--- config.mk ---
export PLATFORM = sky130hd
export DESIGN_NAME = twiddle_seq
export DESIGN_NICKNAME = d
export VERILOG_FILES = /design/src/rtl/twiddle_seq.sv
export SDC_FILE = /design/constraint.sdc
export NUM_CORES = 1
export LEC_CHECK = 0
export CAP_MARGIN = 30
export CORE_UTILIZATION = 55
export DETAILED_ROUTE_END_ITERATION = 16
export HOLD_SLACK_MARGIN = 0.03
export PLACE_DENSITY_LB_ADDON = 0.2
export SETUP_SLACK_MARGIN = 0.4
export SYNTH_ARGS = -nofsm -noshare
export SYNTH_HDL_FRONTEND = slang
export SYNTH_SLANG_ARGS = --single-unit
--- constraint.sdc ---
create_clock -name clk -period 7.2 [get_ports clk]
set_input_delay 1.44 -clock clk [delete_from_list [all_inputs] [get_ports clk]]
set_output_delay 1.44 -clock clk [all_outputs]
set_load 0.05 [all_outputs]
--- src/rtl/twiddle_seq.sv ---
// twiddle_seq: streams FFT twiddle factors W_N^(k*stride) from a quarter-wave sine table.
// Optional macro TWIDDLE_SEQ_CONJ_EN adds a conj input that negates tw_im (inverse FFT).
module twiddle_seq #(
    parameter int N_LOG2 = 6,
    parameter int W      = 10
) (
    input  logic                  clk,
    input  logic                  rst_n,
    input  logic                  start,
    input  logic [N_LOG2-1:0]     stride,
    input  logic [N_LOG2:0]       count,
`ifdef TWIDDLE_SEQ_CONJ_EN
    input  logic                  conj,
`endif
    output logic                  busy,
    output logic                  tw_valid,
    input  logic                  tw_ready,
    output logic signed [W-1:0]   tw_re,
    output logic signed [W-1:0]   tw_im,
    output logic [N_LOG2-1:0]     tw_idx,
    output logic                  tw_last,
    output logic                  done
);
    localparam int N = 1 << N_LOG2;
    localparam int Q = N / 4;
    localparam int S = 1 << (W - 2);
    localparam real PI = 3.14159265358979323846;

    typedef enum logic [1:0] {IDLE, RUN, DRAIN} state_t;

    function automatic logic signed [W-1:0] qsin(input int k);
        real x;
        x = real'(S) * $sin(2.0 * PI * real'(k) / real'(N));
        return W'($rtoi(x + 0.5));
    endfunction

    logic signed [W-1:0] w_tbl [0:Q];
    genvar i;
    for (i = 0; i <= Q; i++) begin : g_tbl
        assign w_tbl[i] = qsin(i);
    end

    state_t              r_state;
    logic [N_LOG2-1:0]   r_stride;
    logic [N_LOG2-1:0]   r_acc;
    logic [N_LOG2:0]     r_rem;
    logic                r_s1_v;
    logic                r_s1_last;
    logic [N_LOG2-1:0]   r_s1_idx;
    logic                w_conj;

`ifdef TWIDDLE_SEQ_CONJ_EN
    logic r_conj;
    always_ff @(posedge clk)
        if (!rst_n)
            r_conj <= 1'b0;
        else if (r_state == IDLE && !busy && start && count != '0)
            r_conj <= conj;
    assign w_conj = r_conj;
`else
    assign w_conj = 1'b0;
`endif

    // Quadrant from the top two index bits; the table covers 0..Q inclusive so Q-r never overflows.
    logic [1:0]          w_q;
    logic [N_LOG2-2:0]   w_r;
    logic [N_LOG2-2:0]   w_rm;
    logic signed [W-1:0] w_a, w_b, w_sin_mag, w_cos_mag, w_re, w_im;
    logic                w_adv, w_fire;

    assign w_q       = r_s1_idx[N_LOG2-1 -: 2];
    assign w_r       = {1'b0, r_s1_idx[N_LOG2-3:0]};
    assign w_rm      = (N_LOG2-1)'(Q) - w_r;
    assign w_a       = w_tbl[w_r];
    assign w_b       = w_tbl[w_rm];
    assign w_sin_mag = w_q[0] ? w_b : w_a;
    assign w_cos_mag = w_q[0] ? w_a : w_b;
    assign w_re      = (w_q[0] ^ w_q[1]) ? -w_cos_mag : w_cos_mag;
    assign w_im      = (w_q[1] ^ w_conj) ? w_sin_mag : -w_sin_mag;
    assign w_adv     = !tw_valid || tw_ready;
    assign w_fire    = tw_valid && tw_ready;

    always_ff @(posedge clk) begin
        if (!rst_n) begin
            r_state   <= IDLE;
            r_stride  <= '0;
            r_acc     <= '0;
            r_rem     <= '0;
            r_s1_v    <= 1'b0;
            r_s1_last <= 1'b0;
            r_s1_idx  <= '0;
            busy      <= 1'b0;
            tw_valid  <= 1'b0;
            tw_re     <= '0;
            tw_im     <= '0;
            tw_idx    <= '0;
            tw_last   <= 1'b0;
            done      <= 1'b0;
        end else begin
            if (w_adv) begin
                tw_valid <= r_s1_v;
                tw_re    <= w_re;
                tw_im    <= w_im;
                tw_idx   <= r_s1_idx;
                tw_last  <= r_s1_v && r_s1_last;
                r_s1_v   <= r_state == RUN;
                if (r_state == RUN) begin
                    r_s1_idx  <= r_acc;
                    r_s1_last <= r_rem == (N_LOG2+1)'(1);
                    r_acc     <= r_acc + r_stride;
                    r_rem     <= r_rem - (N_LOG2+1)'(1);
                end
            end
            done <= w_fire && tw_last;
            if (done)
                busy <= 1'b0;
            // busy stays high through the done cycle, so it also blocks a restart there.
            if (r_state == IDLE && !busy && start && count != '0) begin
                r_state  <= RUN;
                busy     <= 1'b1;
                r_stride <= stride;
                r_rem    <= count;
                r_acc    <= '0;
            end else if (r_state == RUN && w_adv && r_rem == (N_LOG2+1)'(1))
                r_state <= DRAIN;
            else if (r_state == DRAIN && w_fire && tw_last)
                r_state <= IDLE;
        end
    end
endmodule

==> metrics.cfg <==
[placement]
place_area_um2=4030
dpl.hpwl_um=6060
gp_congestion=0.881
port_buffers=46
preCtsSetupSlack_ns=2.47

[synthesis]
syn_area_um2=3550
synth_common_cells=63 x nand2_1, 59 x dfxtp_1, 51 x a21oi_1
synth-main-ff-cell=dfxtp_1
synthCells=450
synth_top_area_share_pct=33.2
ys_types=66
syn-num-nets=484
yosysMostFrequentCell=nand2_1
synth_async_sr_flop_share_pct=0
synth-edff-count=0
ys_ff_latch=59
post_synth.cell_area_avg_um2=7.90
synth_seq_area_share_pct=33.2
yosysWarnings=0
synth_area_leader_cell=dfxtp_1
yosys-top-cells-area=dfxtp_1 33%, a21oi_1 7.2%, nand2_1 6.7%

[layout]
fillers=506
utilization_pct=69.9
final_cell_area_um2=4230
antennaDiodeCount=0
register_area_um2=1180
area_growth_pct=19.1
multi_input_comb_area_um2=2180
layout.nets=514
drive_above_1_share_pct=7.44

[timing]
slew_headroom_pct=35.9
worst_slack_ns=2.80
max_freq_mhz=227
max_slew.worst_pin.slew_ns=0.962
hold_viol_final=0
setup_tns_ns=0
fin_crit_sh_pct=61.1
rsz0062_at_grt=false
fin_skew_ns=0.0104
period_minus_slack_ns=4.40
finalSetupViolCount=0
final_max_slew_viol_count=0
hold_ws_ns=0.453

[clocking]
clock-sinks=59
clkTransAtPathRegs_ns=0.07
clockBufferDepth=2
cts_buffers=9
clock_latency_ns=0.34
htree_levels=3
cts_resized=0
cts-root-buf=clkbuf_8
postCtsHoldBufs=0
cts_tree=built
cts_setup_buffers=0

[worst_setup_path]
rr_startpoint=r_s1_idx[0]
reg2reg_slack_ns=2.99
rr_worst_depth=10
cp-start-kind=input pin
arrival_ns=4.65
worstSetupPathType=input pin to register
required_ns=7.45
endpoint_kind=register
cp_max_fo=27
r2r_end=tw_re[8]

[worst_hold_path]
hold_path_end=tw_idx[3]
min_from=tw_idx[3]
min_path_type=register to register
hold_depth=2

[detailed_routing]
via_per_inst=5.98
vias=3345
drcViolationCount=0
dr.pass1.iters=4
ant_nets=0
wl_per_cell_um=15.5
routed_wl_um=8650
drt-initial-drc-count=236

[global_route]
grt_use_total_pct=27.7
antenna_found_initial=0
grt_pass1_wl_um=14200
overflow=0
grt_pass1_vias=3129
grt_start_max_net_pins=35

[die]
boundaryPins=47
die_area_um2=6790
die_w_um=82.4
row_count=28
start_util_pct=58.6
coreArea_um2=6060
die_h_um=82.4

[run]
drv_cap=0

[power_and_ir_drop]
powerDensity_nw_per_um2=192
p_leak_nw=1.54
ir_worst_vdd_mv=0.234

[status]
status=completed

==> power by group <==
| group | switching (W) | total (W) | internal, W |
|---|---|---|---|
| logic | 0.0000791 | 0.000134 | 0.0000546 |
| registers | 0.0000144 | 0.000357 | 0.000343 |
| clock network | 0.000131 | 0.000323 | 0.000192 |
| total | 0.000225 | 0.000814 | 0.000590 |
==> routing by layer <==
layer / vias to the layer above / wire, um / GRT usage, %
met1: 1548 / 3700 / 33.4
met4: 0 / 264 / 14.9
li1: 1668 / - / -
met5: - / 0 / 0
met2: 109 / 4220 / 45.4
met3: 20 / 468 / 6.48
==> final cells by class <==
type | count | share of cell area, %
clock inverters | 5 | 1.86
flip-flops and latches | 59 | 27.9
multi-input cells | 341 | 51.6
clock buffers | 10 | 3.01
repair buffers | 51 | 11.8
inverters | 18 | 1.60
well taps | 75 | 2.22
==> worst max path at each step <==
stage / start / end / slack [ns] / cells after the start
finish: tw_ready / r_rem[5] / 2.80 / 7
global route: tw_ready / r_rem[5] / 2.53 / 7
CTS: tw_ready / r_rem[5] / 2.83 / 7
detailed placement: tw_ready / r_rem[5] / 2.47 / 7
global placement: tw_ready / r_rem[5] / 2.59 / 7
floorplan: r_s1_idx[0] / tw_im[6] / 3.72 / 12
==> registers in the layout (all words and copies together), names as in the netlist <==
| name | flops |
|---|---|
| r_stride | 6 |
| r_rem | 7 |
| r_s1_v | 1 |
| r_s1_last | 1 |
| busy | 1 |
| r_state | 2 |
| r_s1_idx | 6 |
| tw_last | 1 |
| tw_im | 10 |
| tw_valid | 1 |
| tw_re | 10 |
| r_acc | 6 |
| tw_idx | 6 |
| done | 1 |
==> logic make-up after synthesis <==
| group | count (synthesis) | share of synthesized area [%] |
|---|---|---|
| compound gates | 124 | 22.6 |
| xor+xnor | 15 | 3.91 |
| fa+ha+maj | 17 | 6.19 |
| buf+inv | 50 | 5.74 |
| flops | 59 | 33.2 |
| mux | 17 | 5.31 |
| simple gates | 168 | 23.1 |
==> critical path: stages <==
cell,delay (ns)
clkdlybuf4s50_1,0.50
nand2b_1,0.76
nand3b_1,0.75
or4_1,0.68
nor3_1,0.20
xnor2_1,0.09
a211oi_1,0.22
==> metrics by stage <==
stage | total power (W) | instances
after floorplan | 0.000456 | 450
after global placement | 0.000491 | 543
after detailed placement | 0.000497 | 544
after CTS | 0.000820 | 559
after global routing | 0.000847 | 559
final | 0.000814 | 559
==> cell usage in the layout (no fill, tap or decap), drive strengths merged, types with 3 or more instances in the layout <==
cell type	netlist	routed
nand2	63	63
dfxtp	59	59
a21oi	51	51
clkdlybuf4s50	0	46
nor2	36	36
o21ai	19	19
inv	17	17
nand3	17	17
ha	16	16
mux2i	11	11
nor3	10	10
clkbuf	24	10
xnor2	8	8
nand2b	7	7
a31oi	7	7
xor2	7	7
or4	7	7
and3	6	6
a211oi	5	5
mux2	5	5
buf	8	5
nor4	4	4
o22ai	4	4
a21o	4	4
nor2b	4	4
clkinv	1	4
nor3b	3	3
a22oi	3	3
o21bai	3	3
o2111ai	3	3
(Power assumes the default switching activity.)
